## config.mk

```make
export PLATFORM = sky130hd
export DESIGN_NAME = tpu_cmd_queue
export DESIGN_NICKNAME = d
export VERILOG_FILES = /design/src/rtl/tpu_cmd_queue.sv
export SDC_FILE = /design/constraint.sdc
export NUM_CORES = 1
export LEC_CHECK = 0
export ABC_CLOCK_PERIOD_IN_PS = 3500
export CAP_MARGIN = 20
export CELL_PAD_IN_SITES_DETAIL_PLACEMENT = 1
export CELL_PAD_IN_SITES_GLOBAL_PLACEMENT = 1
export CORE_ASPECT_RATIO = 0.9
export CORE_UTILIZATION = 42
export CTS_CLUSTER_DIAMETER = 40
export DETAILED_ROUTE_END_ITERATION = 7
export GPL_ROUTABILITY_DRIVEN = 0
export PLACE_DENSITY_LB_ADDON = 0.1
export REMOVE_ABC_BUFFERS = 1
export SKIP_CTS_REPAIR_TIMING = 1
export SYNTH_ARGS = -nofsm -noshare
export SYNTH_HDL_FRONTEND = slang
export SYNTH_SLANG_ARGS = --single-unit
```

## constraint.sdc

```tcl
create_clock -name clk -period 3.5 [get_ports clk]
set_input_delay 0.7 -clock clk [delete_from_list [all_inputs] [get_ports clk]]
set_output_delay 0.7 -clock clk [all_outputs]
set_load 0.1 [all_outputs]
```

## src/rtl/tpu_cmd_queue.sv

```systemverilog
// Host command front end: queues tagged GEMM commands, issues them to control_unit
// under an in-flight limit, and coalesces completions into a sticky host interrupt.
// Latency: an accepted command is offered to control_unit no earlier than the next cycle.
// Backpressure: host_cmd_ready is low when the queue is full or during flush/reset.
module tpu_cmd_queue #(
   parameter int CMD_WIDTH    = 64,
   parameter int DEPTH        = 4,
   parameter int MAX_INFLIGHT = 2,
   parameter int TAG_WIDTH    = 4,
   parameter int PEND_WIDTH   = 8,
   parameter int TMO_WIDTH    = 16
) (
   input  logic                              clk,
   input  logic                              rst,
   input  logic                              host_cmd_valid,
   input  logic [CMD_WIDTH-1:0]              host_cmd_data,
   output logic                              host_cmd_ready,
   output logic [TAG_WIDTH-1:0]              host_cmd_tag,
   output logic                              cu_cmd_valid,
   output logic [CMD_WIDTH-1:0]              cu_cmd_data,
   input  logic                              cu_cmd_ready,
   input  logic                              cu_done,
   input  logic [PEND_WIDTH-1:0]             cfg_irq_threshold,
   input  logic [TMO_WIDTH-1:0]              cfg_irq_timeout,
   input  logic                              irq_ack,
   input  logic                              flush,
   output logic                              irq,
   output logic [PEND_WIDTH-1:0]             irq_pending_cnt,
   output logic [TAG_WIDTH-1:0]              done_tag,
   output logic [$clog2(DEPTH+1)-1:0]        fifo_level,
   output logic [$clog2(MAX_INFLIGHT+1)-1:0] inflight,
   output logic                              busy,
   output logic                              err_spurious
);

   localparam int PW  = $clog2(DEPTH);
   localparam int IPW = (MAX_INFLIGHT > 1) ? $clog2(MAX_INFLIGHT) : 1;
   localparam int LW  = $clog2(DEPTH+1);
   localparam int IW  = $clog2(MAX_INFLIGHT+1);

   logic [CMD_WIDTH-1:0]  mem_dat_q [DEPTH];
   logic [TAG_WIDTH-1:0]  mem_tag_q [DEPTH];
   logic [PW-1:0]         wr_ptr_q, rd_ptr_q;
   logic [LW-1:0]         level_q;
   logic [TAG_WIDTH-1:0]  ift_tag_q [MAX_INFLIGHT];
   logic [IPW-1:0]        ift_wr_q, ift_rd_q;
   logic [IW-1:0]         inflight_q;
   logic [TAG_WIDTH-1:0]  next_tag_q, done_tag_q;
   logic [PEND_WIDTH-1:0] pending_q, pending_d, thr_eff;
   logic [TMO_WIDTH-1:0]  timer_q, timer_d;
   logic                  irq_q, irq_d, err_q;
   logic                  full, empty, push, issue, done_ok;

   function automatic logic [PW-1:0] inc_ptr(input logic [PW-1:0] p);
      return (p == PW'(DEPTH-1)) ? '0 : p + PW'(1);
   endfunction

   function automatic logic [IPW-1:0] inc_iptr(input logic [IPW-1:0] p);
      return (p == IPW'(MAX_INFLIGHT-1)) ? '0 : p + IPW'(1);
   endfunction

   assign full           = (level_q == LW'(DEPTH));
   assign empty          = (level_q == '0);
   assign host_cmd_ready = rst && !full && !flush;
   assign push           = host_cmd_valid && host_cmd_ready;
   assign cu_cmd_valid   = !empty && (inflight_q < IW'(MAX_INFLIGHT)) && !flush;
   assign issue          = cu_cmd_valid && cu_cmd_ready;
   assign done_ok        = cu_done && (inflight_q != '0);
   assign thr_eff        = (cfg_irq_threshold == '0) ? PEND_WIDTH'(1) : cfg_irq_threshold;

   assign host_cmd_tag    = next_tag_q;
   assign cu_cmd_data     = mem_dat_q[rd_ptr_q];
   assign irq             = irq_q;
   assign irq_pending_cnt = pending_q;
   assign done_tag        = done_tag_q;
   assign fifo_level      = level_q;
   assign inflight        = inflight_q;
   assign busy            = (level_q != '0) || (inflight_q != '0);
   assign err_spurious    = err_q;

   // Command and tag storage; occupancy is tracked by level_q so no reset is needed.
   always_ff @(posedge clk) begin
      if (push) begin
         mem_dat_q[wr_ptr_q] <= host_cmd_data;
         mem_tag_q[wr_ptr_q] <= next_tag_q;
      end
   end

   // Coalescing next state: ack wins over triggers, triggers look at next pending/timer.
   always_comb begin
      pending_d = pending_q;
      timer_d   = timer_q;
      irq_d     = irq_q;
      if (irq_ack) begin
         pending_d = done_ok ? PEND_WIDTH'(1) : '0;
         timer_d   = '0;
         irq_d     = 1'b0;
      end else begin
         if (done_ok && (pending_q != '1)) pending_d = pending_q + PEND_WIDTH'(1);
         if (done_ok) timer_d = '0;
         else if ((pending_q != '0) && !irq_q) timer_d = timer_q + TMO_WIDTH'(1);
         if (pending_d >= thr_eff) irq_d = 1'b1;
         if ((cfg_irq_timeout != '0) && (pending_d != '0) &&
             (timer_d == cfg_irq_timeout - TMO_WIDTH'(1))) irq_d = 1'b1;
      end
   end

   // Queue pointers, in-flight tag tracking, tags, and interrupt state.
   always_ff @(posedge clk) begin
      if (!rst) begin
         wr_ptr_q   <= '0;
         rd_ptr_q   <= '0;
         level_q    <= '0;
         ift_wr_q   <= '0;
         ift_rd_q   <= '0;
         inflight_q <= '0;
         next_tag_q <= '0;
         done_tag_q <= '1;
         pending_q  <= '0;
         timer_q    <= '0;
         irq_q      <= 1'b0;
         err_q      <= 1'b0;
      end else begin
         if (flush) begin
            wr_ptr_q <= '0;
            rd_ptr_q <= '0;
            level_q  <= '0;
         end else begin
            if (push)  wr_ptr_q <= inc_ptr(wr_ptr_q);
            if (issue) rd_ptr_q <= inc_ptr(rd_ptr_q);
            case ({push, issue})
               2'b10:   level_q <= level_q + LW'(1);
               2'b01:   level_q <= level_q - LW'(1);
               default: level_q <= level_q;
            endcase
         end
         if (push) next_tag_q <= next_tag_q + TAG_WIDTH'(1);
         if (issue) begin
            ift_tag_q[ift_wr_q] <= mem_tag_q[rd_ptr_q];
            ift_wr_q            <= inc_iptr(ift_wr_q);
         end
         if (done_ok) begin
            done_tag_q <= ift_tag_q[ift_rd_q];
            ift_rd_q   <= inc_iptr(ift_rd_q);
         end
         case ({issue, done_ok})
            2'b10:   inflight_q <= inflight_q + IW'(1);
            2'b01:   inflight_q <= inflight_q - IW'(1);
            default: inflight_q <= inflight_q;
         endcase
         if (cu_done && (inflight_q == '0)) err_q <= 1'b1;
         pending_q <= pending_d;
         timer_q   <= timer_d;
         irq_q     <= irq_d;
      end
   end

endmodule
```

-- Yosys cells after proc, flatten, opt, wreduce, memory -nomap -nowiden
Memory sizes are Yosys's and may differ from the RTL's. A register that Yosys moved wholly into a read port is not among the register bits.
Index checks and enable logic that the tools add are counted.
- $add $sub $neg: 12
- mux-type cells: 25
- reductions and logical operators: 31
- bitwise gates (word level): 1
- magnitude comparators: 2
- equality and inequality tests: 9
- operators with widths (cell ; count):
    $mux W16 ; 3
    $mux W8 ; 4
    $add A16 B1 Y16 const B ; 1
    $eq A16 B16 Y1 ; 1
    $reduce_bool A16 Y1 ; 1
    $reduce_bool A8 Y1 ; 2
    $sub A16 B1 Y16 const B ; 1
    $logic_and A1 B1 Y1 ; 12
    $mux W2 ; 6
    $mux W1 ; 10
    $add A8 B1 Y8 const B ; 1
    $eq A2 B2 Y1 const B ; 4
    $ge A8 B8 Y1 ; 1
    $logic_not A8 Y1 ; 1
    $ne A8 B8 Y1 const B ; 1
    $reduce_bool A2 Y1 ; 4
    $add A2 B1 Y2 const B ; 3
    $pmux W3 S2 ; 1
    $logic_not A1 Y1 ; 5
    $add A4 B1 Y4 const B ; 1
    $eq A2 B1 Y1 const B ; 2
    $pmux W2 S2 ; 1
    $reduce_or A2 Y1 ; 2
    $add A3 B1 Y3 const B ; 1
    other kinds (10) ; 11
- input bits: 95
- word-level logic and storage cells: 94
- register bits: 41
- output and inout port bits: 90
- memories: 3
- memory bits (writable): 280
- memories (name ; words ; width ; read ports ; clocked after memory_dff ; wr ports ; RTL line ; RTL):
    mem_dat_q ; 4 ; 64 ; 1 ; 1 ; 1 ; 41 ; logic [CMD_WIDTH-1:0] mem_dat_q [DEPTH];
    mem_tag_q ; 4 ; 4 ; 1 ; 1 ; 1 ; 42 ; logic [TAG_WIDTH-1:0] mem_tag_q [DEPTH];
    ift_tag_q ; 2 ; 4 ; 1 ; 1 ; 1 ; 45 ; logic [TAG_WIDTH-1:0] ift_tag_q [MAX_INFLIGHT];

-- Logic depth before layout (Yosys ltp)
- depth after elaboration: 9
- depth in mapped cells: 15
- mapped depth without buffers: 13

-- Worst setup path before layout
Ideal clock, no wire load.
- path kind: flip-flop to flip-flop
- start: register level_q[0] (netlist: fifo_level[0])
- end: memory mem_dat_q[1][0], enable pin
- stages on the path, launching flop included: 4
- buffers on the path: 0
- setup time: 434 ps
- period minus slack after synthesis: 5312 ps
- data arrival time: 4878 ps
- slack: -1812 ps
- required time: 3066 ps
- path through: dfxtp_1 inv_1 a31oi_1 and3_1
- longest elaborated chain between the ends: 7
- RTL lines (item ; RTL line ; RTL):
    from (decl) ; 44 ; logic [LW-1:0] level_q;
    from (signal assigned) ; 132 ; 2'b10: level_q <= level_q + LW'(1);
    from (signal assigned) ; 133 ; 2'b01: level_q <= level_q - LW'(1);
    from (signal assigned) ; 134 ; default: level_q <= level_q;
    $eq A3 B3 Y1 ; 62 ; assign full = (level_q == LW'(DEPTH));
    $logic_not A1 Y1 ; 64 ; assign host_cmd_ready = rst && !full && !flush;
    $logic_and A1 B1 Y1 (2 in a row) ; 64 ;
    named net host_cmd_ready ; 17 ; output logic host_cmd_ready,
    $logic_and A1 B1 Y1 ; 65 ; assign push = host_cmd_valid && host_cmd_ready;
    $mux W1 ; 83 ; if (push) begin
    $mux W1 (implied by the code) ; 84 ; mem_dat_q[wr_ptr_q] <= host_cmd_data;
    to (decl) ; 41 ;
The timed path passes the listed nets, and every way through them passes these cells.

-- Worst setup path in the final report
- start: register pending_q[0] (netlist: irq_pending_cnt[0])
- end: register irq_q (netlist: irq)
- longest elaborated chain between the ends: 8
- elaborated cells on any way between the ends: 17
- those cells by class: add/sub (1); order compare (1); eq/ne (2); mux (6); reduce/logical (7)
- RTL lines (item ; RTL line ; RTL):
    from (decl) ; 49 ; logic [PEND_WIDTH-1:0] pending_q, pending_d, thr_eff;
    from (signal assigned) ; 152 ; pending_q <= pending_d;
    parallel branches: the longest is 8 deep, another holds $add A8 B1 Y8 ; -- ;
    to (signal assigned) ; 154 ; irq_q <= irq_d;
    to (decl) ; 51 ; logic irq_q, irq_d, err_q;
Parallel ways; which one is timed is not known. The select of a mux whose other input is x is not followed.
A chain may end at the register's enable or synchronous reset.

==> results <==
## cells by family (layout without fill, tap and decap cells)
| group | Yosys count | in the layout | synth area share |
|---|---|---|---|
| compound gates | 75 | 75 | 0.0389 |
| xor+xnor | 40 | 40 | 0.0263 |
| fa+ha+maj | 21 | 21 | 0.0203 |
| buf+inv | 56 | 339 | 0.0166 |
| flops | 327 | 327 | 0.702 |
| mux | 81 | 81 | 0.125 |
| other cells | 0 | 2 | 0 |
| simple gates | 170 | 170 | 0.0713 |
## stage by stage
| step | power [mW] | area, µm² | util | setup WS (ns) |
|---|---|---|---|---|
| 2_1_floorplan | 4.66 | 13200 | - | -1.81 |
| 3_3_place_gp | 4.90 | 15800 | 0.510 | 0.0526 |
| 3_5_place_dp | 4.91 | 15800 | 0.510 | -0.0338 |
| 4_1_cts | 9.73 | 17400 | 0.562 | 0.396 |
| 5_1_grt | 9.90 | 17400 | 0.562 | 0.207 |
| 6_report | 9.62 | 17400 | 0.562 | 0.449 |
## path summary, 6_finish.rpt
check | to | slack [ns]
setup / recovery | irq | 0.45
hold / removal | flop | 0.48
hold reg to reg | flop | 0.48
setup reg to reg | irq | 0.45
## layout make-up
class | instances | area (µm²) | area share
repair buffers | 226 | 2090 | 0.120
clock inverters | 32 | 405 | 0.0232
clock buffers | 53 | 1200 | 0.0687
inverters | 28 | 105 | 0.00602
multi-input cells | 387 | 3780 | 0.216
diodes | 2 | 5.00 | 0.000287
well taps | 409 | 512 | 0.0293
flip-flops and latches | 327 | 9360 | 0.536
## critical path: stages (launching register included)
cell and delay [ns]:
dfxtp_1 0.40, ha_1 0.21, nand3_1 0.11, o21ai_0 0.38, mux2_2 0.40, ha_1 0.29, a21o_1 0.15, a21o_1 0.17
a21o_1 0.17, a21o_1 0.17, a211oi_1 0.23, o31a_1 0.19, o21ai_1 0.06
## routing by layer
| metal | global-route usage | vias up |
|---|---|---|
| met4 | 0.0501 | 0 |
| met3 | 0.0552 | 38 |
| li1 | - | 3552 |
| met2 | 0.317 | 190 |
| met5 | 0 | - |
| met1 | 0.249 | 3927 |
## synthesized netlist by cell type, types with 2 or more instances
master     number
a211oi_1        5
a21boi_0        4
a21o_1          5
a21oi_1        12
a31oi_1         4
and2_1         12
and3_1          7
buf_1           5
buf_2           3
clkbuf_1       19
dfxtp_1        47
edfxtp_1      280
ha_1           20
inv_1          28
mux2_2          2
mux2i_1        11
mux4_2         68
nand2_1        34
nand2b_1        8
nand3_1        10
nand3b_1        2
nand4_1         9
nand4b_1        2
nor2_1         37
nor2_2          2
nor2b_1         3
nor3_1         11
nor3_2          2
nor3b_1         5
nor4_1          4
nor4b_1         2
o2111ai_1       2
o211a_1         2
o211ai_1        6
o21ai_0        13
o21ai_1         3
o31a_1          3
o31ai_1         3
or3_1           6
or4_1           6
xnor2_1        23
xor2_1         17
## power breakdown
| group | leakage (nW) | total [mW] | switching, mW | internal, mW |
|---|---|---|---|---|
| combinational | 2.34 | 0.557 | 0.356 | 0.202 |
| sequential | 2.92 | 4.27 | 0.0137 | 4.26 |
| clock | 0.784 | 4.79 | 1.72 | 3.07 |
| total | 6.04 | 9.62 | 2.09 | 7.53 |
## sequential cells by signal, summed over array words and instances (netlist names), named ones only
register,flops
done_tag,4
fifo_level,3
ift_tag_q,8
mem_dat_q,256
irq,1
inflight,2
ift_wr_q,1
rd_ptr_q,2
irq_pending_cnt,8
err_spurious,1
host_cmd_tag,4
ift_rd_q,1
wr_ptr_q,2
mem_tag_q,16
timer_q,16
==> impl_metrics.toml <==
[cts]
clkLatencyLatePin_ns = 0.54
cts_root_buf = "clkbuf_16"
ctsHtreeMaxLevel = 2
cts_sinks = 327
cts_buffers = 46
clock_path_buffers = 3
cts_tree = "done"
clkTransAtPathRegs_ns = 0.05

[timing]
fin_skew_ns = 0.0243
whs_ns = 0.477
setup_viol_count_final = 0
fmaxAchievable_mhz = 328
max_slew_margin = 0.343
rsz0062_at_grt = "no"
worst_slew_pin_slew_ns = 0.982
setup_tns_ns = 0
layout_min_cycle_time_ns = 3.05
slew_viol_final = 0
hold_viol = 0
fin_crit_sh = 0.872

[detailed_routing]
ant_nets = 0
met2_wirelength_mm = 14.6
totalWireLength_mm = 30.6
drcViolationCount = 0
wl_met1_mm = 13.5
vias = 7707
drt_iter0_markers = 318
dr.pass1.iters = 4
routed-wl-met3_mm = 1.99
wl_per_cell_um = 20.9
viasPerCell = 5.26
highest_layer = "met4"

[logic_synthesis]
synth.top_cell.area_share = 0.631
synth_edf_count = 280
yosysUniqueCellTypes = 65
postSynthCellCount = 770
synthFlopType = "edfxtp_1"
syn-cell-area_um2 = 13300
synth_top_cells_by_area = "edfxtp_1 (63%), mux4_2 (11%), dfxtp_1 (7.1%)"
ys_ff_latch = 327
ys_async_sr_fraction = 0
synth_top_cell_by_area = "edfxtp_1"
syn_area_per_cell_um2 = 17.3
ys_seq_area_frac = 0.702
yosysWarnings = 0

[layout]
layout.cells.non_filler = 1464
final_layout_size_suffix_gt1_frac = 0.274
nets = 1132
final_cell_mix = "edfxtp_1 (280), buf_4 (113), clkdlybuf4s50_1 (102), mux4_2 (68), clkbuf_16 (47)"
layout_commonest_cell = "edfxtp_1"
syn2layout_area_growth_pct = 31.0
fill_cells = 2867

[floorplan]
fp-row-count = 61
die_x_um = 190
initial_core_util = 0.429
ios = 185
die_area_um2 = 32400
fp.dieH_um = 171
design.core.area_um2 = 31100

[critical_path]
critical_path_required_ns = 3.91
end_kind = "flop"
start_kind = "flop"
critPathLaunch = "irq_pending_cnt[0]"
worstReg2RegStart = "irq_pending_cnt[0]"
worst-setup-path-type = "flop to flop"
cp.arrival_ns = 3.46
path_max_fanout = 5
reg2reg_depth = 12

[min_path]
min_path_cells = 2
hold_path.startpoint = "rd_ptr_q[1]"
min_path_type = "flop to flop"

[global_route]
grt_pass1_vias = 8232
grt_start_max_net_pins = 38
grt_overflow_total = 0
antenna_found_initial = 1
grt_usage = 0.192
grt_pass1_wl_mm = 47.2

[placement]
place.port_buffers = 184
hpwl_mm = 20.6
dp.cells = 1377

[pwr]
ir_drop_mv = 0.486
p_leak_nw = 6.04
power.density_nw_per_um2 = 551

[run_status]
status = "finished, final reports clean"

[run]
max_cap_violations = 0
(Power assumes the default switching activity.)
